[src/rtl/hit_miss_round_ctrl.sv]
// Round sequencer for the hit-or-miss LED game.
// Requests targets, times the hit window, judges presses, keeps score.
module hit_miss_round_ctrl #(
   parameter int WIN_W    = 27,
   parameter int WIN_INIT = 100000000,
   parameter int WIN_MIN  = 25000000,
   parameter int WIN_STEP = 5000000,
   parameter int MAX_MISS = 3,
   parameter int SCORE_W  = 8
) (
   input  logic               clk,
   input  logic               rst_n,
   input  logic               start,
   input  logic [7:0]         btn,
   input  logic [7:0]         tgt_onehot,
   output logic               tgt_req,
   output logic               led_en,
   output logic [7:0]         tgt_q,
   output logic [SCORE_W-1:0] score,
   output logic [3:0]         misses,
   output logic               hit_pulse,
   output logic               miss_pulse,
   output logic               game_over,
   output logic [2:0]         state
);

   typedef enum logic [2:0] {
      S_IDLE = 3'd0,
      S_REQ  = 3'd1,
      S_WAIT = 3'd2,
      S_SHOW = 3'd3,
      S_HIT  = 3'd4,
      S_MISS = 3'd5,
      S_OVER = 3'd6
   } state_t;

   localparam logic [WIN_W-1:0] WIN_INIT_V = (WIN_W)'(WIN_INIT);
   localparam logic [WIN_W-1:0] WIN_MIN_V  = (WIN_W)'(WIN_MIN);
   localparam logic [WIN_W:0]   WIN_THR_X  = (WIN_W+1)'(WIN_MIN + WIN_STEP);
   localparam logic [WIN_W:0]   WIN_STEP_X = (WIN_W+1)'(WIN_STEP);
   localparam logic [3:0]       MAX_MISS_V = 4'(MAX_MISS);

   state_t               state_q, state_d;
   logic                 start_d_q;
   logic [7:0]           btn_d_q;
   logic [7:0]           tgt_sel_q, tgt_sel_d;
   logic [WIN_W-1:0]     cnt_q, cnt_d;
   logic [WIN_W-1:0]     window_q, window_d;
   logic [SCORE_W-1:0]   score_q, score_d;
   logic [3:0]           misses_q, misses_d;
   logic                 led_en_q, led_en_d;
   logic                 tgt_req_q, tgt_req_d;
   logic                 hit_pulse_q, hit_pulse_d;
   logic                 miss_pulse_q, miss_pulse_d;
   logic                 game_over_q, game_over_d;

   logic                 start_rise;
   logic [7:0]           btn_rise;
   logic                 tgt_valid;
   logic [WIN_W:0]       window_x;

   assign start_rise = start & ~start_d_q;
   assign btn_rise   = btn & ~btn_d_q;
   assign tgt_valid  = (tgt_onehot != 8'd0) &&
                       ((tgt_onehot & (tgt_onehot - 8'd1)) == 8'd0);
   assign window_x   = {1'b0, window_q};

   // Next-state, round bookkeeping and registered Moore outputs
   always_comb begin
      state_d   = state_q;
      tgt_sel_d = tgt_sel_q;
      cnt_d     = cnt_q;
      window_d  = window_q;
      score_d   = score_q;
      misses_d  = misses_q;
      case (state_q)
         S_IDLE, S_OVER: begin
            if (start_rise) begin
               score_d  = '0;
               misses_d = '0;
               window_d = WIN_INIT_V;
               state_d  = S_REQ;
            end
         end
         S_REQ: state_d = S_WAIT;
         S_WAIT: begin
            if (tgt_valid) begin
               tgt_sel_d = tgt_onehot;
               cnt_d     = window_q - (WIN_W)'(1);
               state_d   = S_SHOW;
            end else begin
               state_d = S_REQ;
            end
         end
         S_SHOW: begin
            if (btn_rise != 8'd0) begin
               if (btn_rise == tgt_sel_q) begin
                  state_d = S_HIT;
                  if (score_q != '1)
                     score_d = score_q + (SCORE_W)'(1);
                  if (window_x < WIN_THR_X)
                     window_d = WIN_MIN_V;
                  else
                     window_d = (WIN_W)'(window_x - WIN_STEP_X);
               end else begin
                  state_d  = S_MISS;
                  misses_d = misses_q + 4'd1;
               end
            end else if (cnt_q == '0) begin
               state_d  = S_MISS;
               misses_d = misses_q + 4'd1;
            end else begin
               cnt_d = cnt_q - (WIN_W)'(1);
            end
         end
         S_HIT:  state_d = S_REQ;
         S_MISS: state_d = (misses_q == MAX_MISS_V) ? S_OVER : S_REQ;
         default: state_d = S_IDLE;
      endcase
      led_en_d     = (state_d == S_SHOW);
      tgt_req_d    = (state_d == S_REQ);
      hit_pulse_d  = (state_d == S_HIT);
      miss_pulse_d = (state_d == S_MISS);
      game_over_d  = (state_d == S_OVER);
   end

   // State, counters and edge-detect registers
   always_ff @(posedge clk or negedge rst_n) begin
      if (!rst_n) begin
         state_q      <= S_IDLE;
         start_d_q    <= 1'b0;
         btn_d_q      <= 8'd0;
         tgt_sel_q    <= 8'd0;
         cnt_q        <= '0;
         window_q     <= WIN_INIT_V;
         score_q      <= '0;
         misses_q     <= 4'd0;
         led_en_q     <= 1'b0;
         tgt_req_q    <= 1'b0;
         hit_pulse_q  <= 1'b0;
         miss_pulse_q <= 1'b0;
         game_over_q  <= 1'b0;
      end else begin
         state_q      <= state_d;
         start_d_q    <= start;
         btn_d_q      <= btn;
         tgt_sel_q    <= tgt_sel_d;
         cnt_q        <= cnt_d;
         window_q     <= window_d;
         score_q      <= score_d;
         misses_q     <= misses_d;
         led_en_q     <= led_en_d;
         tgt_req_q    <= tgt_req_d;
         hit_pulse_q  <= hit_pulse_d;
         miss_pulse_q <= miss_pulse_d;
         game_over_q  <= game_over_d;
      end
   end

   assign tgt_req    = tgt_req_q;
   assign led_en     = led_en_q;
   assign tgt_q      = tgt_sel_q;
   assign score      = score_q;
   assign misses     = misses_q;
   assign hit_pulse  = hit_pulse_q;
   assign miss_pulse = miss_pulse_q;
   assign game_over  = game_over_q;
   assign state      = state_q;

endmodule

[config.mk]
export PLATFORM = sky130hd
export DESIGN_NAME = hit_miss_round_ctrl
export DESIGN_NICKNAME = d
export VERILOG_FILES = /design/src/rtl/hit_miss_round_ctrl.sv
export SDC_FILE = /design/constraint.sdc
export NUM_CORES = 1
export LEC_CHECK = 0
export CORE_MARGIN = 4
export CORE_UTILIZATION = 47
export DETAILED_ROUTE_END_ITERATION = 10
export DONT_BUFFER_PORTS = 1
export GPL_TIMING_DRIVEN = 0
export MAX_ROUTING_LAYER = met4
export PLACE_DENSITY = 0.61
export SETUP_SLACK_MARGIN = 0.4
export SLEW_MARGIN = 10
export SYNTH_ARGS = -nofsm -noshare
export SYNTH_HDL_FRONTEND = slang
export SYNTH_SLANG_ARGS = --single-unit
[constraint.sdc]
create_clock -name clk -period 4.58 [get_ports clk]
set_input_delay 0.458 -clock clk [delete_from_list [all_inputs] [get_ports clk]]
set_output_delay 0.458 -clock clk [all_outputs]
set_load 0.02 [all_outputs]
=== Word level (Yosys, flattened, before mapping) ===
Cells that the tools add are included.

* Bits of input ports: 19
* Bits in registers: 91
* Logic and storage cells: 88
* Output and inout bits: 28

* Bitwise gates (word level): 5
* Equal/unequal tests: 23
* Multiplexer cells: 26
* $add $sub $neg: 6
* Reductions and logical operators: 14
* Magnitude comparators: 1

{| class="wikitable"
|+ Operators with widths
! operator !! count
|-
| $mux W27 || 7
|-
| $pmux W27 S2 || 2
|-
| $sub A27 B1 Y27 const B || 2
|-
| $mux W8 || 4
|-
| $logic_not A27 Y1 || 1
|-
| $lt A27 B25 Y1 const B || 1
|-
| $sub A27 B23 Y27 const B || 1
|-
| $eq A3 B3 Y1 const B || 6
|-
| $pmux W3 S6 || 1
|-
| $and A8 B8 Y8 || 2
|-
| $mux W4 || 4
|-
| $pmux W8 S2 || 1
|-
| $reduce_bool A8 Y1 || 2
|-
| $ne A2 B2 Y1 const B || 7
|-
| $mux W3 || 4
|-
| $reduce_and A4 Y1 || 3
|-
| $eq A3 B2 Y1 const B || 3
|-
| $add A8 B1 Y8 const B || 1
|-
| $eq A8 B8 Y1 || 1
|-
| $logic_not A8 Y1 || 1
|-
| $ne A8 B8 Y1 const B || 1
|-
| $not A8 Y8 || 1
|-
| $pmux W4 S2 || 1
|-
| $sub A8 B1 Y8 const B || 1
|-
| 14 further kinds || 17
|}

=== Logic depth before layout (Yosys ltp) ===
* Depth after elaboration: 7
* Gate-level depth with buffers: 14
* Depth with buffers taken out: 8

=== Worst setup path after synthesis ===
Ideal clock, no wire load.

* Path kind: reg-to-reg
* From: register state_q[0] (netlist: state[0])
* To: register cnt_q[10]
* Data required time: 4.440 ns
* Cell stages (with the launch flop): 15
* Arrival: 3.386 ns
* Clock period less this slack: 3.526 ns
* Path buffers: 7
* Path slack: 1.054 ns
* Library setup time: 0.140 ns
* Cells stage by stage: dfrtp_1 clkbuf_1 and3b_1 clkbuf_1 clkbuf_1 buf_2 clkbuf_1 clkbuf_1 nand2_1 ha_1 o21ai_0 clkbuf_1 nor2_1 a2111oi_0 a211oi_1

* Longest elaborated chain between the ends: 3
* Elaborated cells on any way between the ends: 8
* Those cells by class: 5 x eq/ne; 1 x mux; 2 x reduce/logical

{| class="wikitable"
|+ Ends and longest elaborated chain
! what !! line !! RTL
|-
| from (decl) || 43 || <nowiki>state_t state_q, state_d;</nowiki>
|-
| from (signal assigned) || 144 || <nowiki>state_q <= state_d;</nowiki>
|-
| $eq A3 B2 Y1 || 76 || <nowiki>case (state_q)</nowiki>
|-
| $ne A2 B2 Y1 (no source line) or $reduce_bool A2 Y1 (tied branches) || - ||
|-
| $reduce_and A4 Y1 (no source line) || - ||
|-
| to (signal assigned) || 148 || <nowiki>cnt_q <= cnt_d;</nowiki>
|-
| to (decl) || 47 || <nowiki>logic [WIN_W-1:0] cnt_q, cnt_d;</nowiki>
|}

Parallel ways exist; a longest one is shown, timed or not.
A chain may end at the register's enable or synchronous reset.

=== Final worst setup path ===
Ends and elaborated chain as after synthesis.

==> impl_metrics.py <==
metrics = {
    "status": {
        "violations": "negative hold slack",
        "outcome": "complete, but fails checks",
    },
    "grt": {
        "overflow": 0,
        "grt_start_max_net_pins": 86,
        "antenna_found_initial": 0,
        "grt_use_total_pct": 28.6,
        "grt_pass1_wl_mm": 30.9,
        "grt_pass1_vias": 5383,
    },
    "routing": {
        "ant_nets": 0,
        "wirelength_mm": 19.7,
        "drt-vias-per-instance": 6.54,
        "vias": 5777,
        "drt_iter0_markers": 620,
        "first_pass_iters": 5,
        "drc": 0,
        "wire_per_inst_um": 22.3,
    },
    "critical_path": {
        "cp.buffers_inverters": 7,
        "crit_chain": "clkbuf_2 -> and3b_1 -> clkbuf_4 -> clkbuf_4 -> clkbuf_4 -> clkbuf_4 -> buf_2 -> nand2_1 -> ha_1 -> o21ai_0 -> clkbuf_4 -> nor2_1 -> a2111oi_0 -> a211oi_1",
        "cp.required_ps": 4790,
        "endpoint_kind": "register",
        "critical_path_class": "reg -> reg",
        "reg2regPathDepth": 14,
        "crit_path_top_delay_cell": "a2111oi_0",
        "worstPathMaxFanout": 10,
        "crit_top_cell": "clkbuf_4",
        "worstPathArrival_ps": 4180,
        "cp_top_family": "buffers and inverters",
        "start_kind": "register",
        "crit_path_max_incr_delay_ps": 460,
        "cp.depth": 14,
    },
    "cts": {
        "clkLatencyLatePin_ps": 350,
        "htree_num_levels": 3,
        "cts_buffers": 9,
        "tritoncts": "yes",
        "cts.clk_slew.worst_paths_ps": 70,
        "cts_sinks": 85,
        "cts-root-buf": "clkbuf_16",
        "clockBufferDepth": 2,
        "postCtsSetupBuffers": 0,
    },
    "layout": {
        "area_growth_syn_to_layout_pct": 9.77,
        "utilization_pct": 52.8,
        "nets": 734,
        "layout-drive-gt1-share_pct": 9.50,
        "antenna_cells": 0,
        "fin_area_um2": 6370,
    },
    "timing": {
        "rsz0062_at_grt": "no",
        "fin_crit_sh_pct": 86.7,
        "finalMaxSlewViolations": 0,
        "period_needed_ps": 3970,
        "fin_skew_ps": 8.70,
        "tightestPinTransition_ps": 968,
        "hold_violations": 14,
        "holdWs_ps": -5.82,
        "max-slew-margin-rel_pct": 34.6,
        "max_clock_freq_ghz": 0.252,
        "finalSetupViolCount": 0,
    },
    "place": {
        "place_hpwl_mm": 13.9,
        "placed_cell_area_um2": 6010,
        "gp_congestion": 0.970,
        "io_buffers": 0,
    },
    "die": {
        "num_rows": 40,
        "dieArea_um2": 14200,
        "fp.coreArea_um2": 12100,
        "io_pins": 47,
        "die_w_um": 119,
        "initial_core_util_pct": 48.1,
        "die_h_um": 119,
    },
    "synth": {
        "synth_nets": 722,
        "synth_top_family_by_area": "simple AND/OR/NAND/NOR gates",
        "seq_area_frac_synth_pct": 36.9,
        "yosysWarnings": 0,
        "yosys.area_share.simple_pct": 27.3,
        "synthAdderAreaFrac_pct": 1.04,
        "synth.area.mux_share_pct": 2.20,
        "synth_edf_count": 0,
        "synth_compound_area_share_pct": 25.7,
        "synth-xor-area-share_pct": 1.36,
        "postSynth.asyncResetShare_pct": 100,
        "ys_seq_elements": 85,
        "syn_avg_cell_area_um2": 8.30,
        "syn_inst": 699,
        "ys_types": 74,
        "netlist_area_um2": 5800,
        "synth_ff_type": "dfrtp_1",
    },
    "pwr": {
        "ir_drop_v": 0.000276,
        "leakagePower_uw": 0.00258,
        "power_density_nw_per_um2": 519,
    },
    "hold_path": {
        "min_path_type": "in -> async",
    },
    "job": {
        "maxCapViolations": 0,
    },
}
## flip-flops by register name (all words and copies together) (netlist names)
name / cells
game_over: 1
miss_pulse: 1
start_d_q: 1
misses: 4
hit_pulse: 1
cnt_q: 27
btn_d_q: 8
score: 8
tgt_req: 1
led_en: 1
tgt_q: 8
window_q: 21
state: 3
## worst paths after layout
path	startpoint	endpoint	slack, ps
min in group clk	btn[6]	btn_d_q[6]	130
setup reg to reg	state[0]	cnt_q[10]	610
hold / removal	rst_n	cnt_q[22]	-6
max in group asynchronous	rst_n	window_q[24]	4160
setup / recovery	state[0]	cnt_q[10]	610
hold reg to reg	cnt_q[6]	cnt_q[6]	510
## what timing repair did
action	4_1_cts	5_1_grt
endpoints found under the setup margin	14	4
hold endpoints to repair	85	0
gates resized for setup	7	10
hold buffers	1	0
## per-layer routing
layer	wire (um)	track usage, %	share of wire (%)
met1	9050	40.6	46
met5	0	-	0
met2	8740	42.0	44
met4	312	8.62	1.6
met3	1590	4.89	8.1
## Yosys cell counts (all sizes together), types with 6 or more instances
master,instances,area (um^2)
and4,6,52.6
nor2,58,234
or4,15,120
or2,8,50.1
nor4,13,81.3
dfstp,12,315
o21bai,6,45.0
and3,13,81.3
a31oi,11,68.8
nand2,78,293
mux2i,9,90.1
o211ai,7,52.6
a22o,8,70.1
nor3,24,120
inv,27,104
a211oi,15,113
or3,17,111
nand4,6,37.5
o22ai,6,37.5
o21ai,34,170
dfrtp,73,1830
o221ai,7,61.3
nand2b,18,113
clkbuf,46,173
buf,8,43.8
a2111oi,9,78.8
nand3,13,65.1
a21oi,35,175
o31ai,6,45.0
a22oi,11,82.6
## placed cells by master (no fill, tap or decap), types with 7 or more instances in the layout
master and instances:
or2_2 7, a22o_1 8, o221ai_1 7, o211ai_1 7, a31oi_1 11, nand3_1 13
nor2_1 57, mux2i_1 9, a211oi_1 15, clkbuf_16 9, inv_1 26, a2111oi_0 9
clkbuf_1 39, a21oi_1 35, nand2_1 78, or4_1 13, dfrtp_1 73, nand2b_1 18
nor3_1 24, or3_1 16, o21ai_0 34, a22oi_1 11, nor4_1 12, dfstp_2 12
and3_1 13
## where the power goes
group	internal (uW)	switching (uW)
sequential	967	323
combinational	454	812
clock	435	316
total	1860	1450
## metrics by stage
step	hold WS, ps	setup TNS [ps]	power (uW)	cells	setup slack, ps
3_5_place_dp	164	-5500	2500	867	-745
6_report	-5.82	0	3310	884	609
3_3_place_gp	164	-5670	2460	867	-754
2_1_floorplan	162	0	2100	699	1050
4_1_cts	42.3	0	3280	884	446
5_1_grt	56.1	0	3490	884	476
## cells by family (layout without fill, tap and decap cells)
logic type,count (synthesis),in the layout
XOR/XNOR,9,9
adder cells (fa/ha/maj),5,5
buffers and inverters,81,98
flip-flops,85,85
multiplexers,12,12
AO/OA/AOI/OAI,210,210
AND/OR/NAND/NOR,297,297
## area by class of cell
| class | count | area (um^2) |
|---|---|---|
| clock buffers | 10 | 239 |
| well taps | 168 | 210 |
| inverters | 27 | 104 |
| fillers | 1148 | 5690 |
| plain buffers | 54 | 238 |
| multi-input cells | 533 | 3350 |
| clock inverters | 6 | 62.6 |
| flip-flops and latches | 85 | 2140 |
| repair buffers | 1 | 27.5 |
Power figures use the tool's default switching activity.
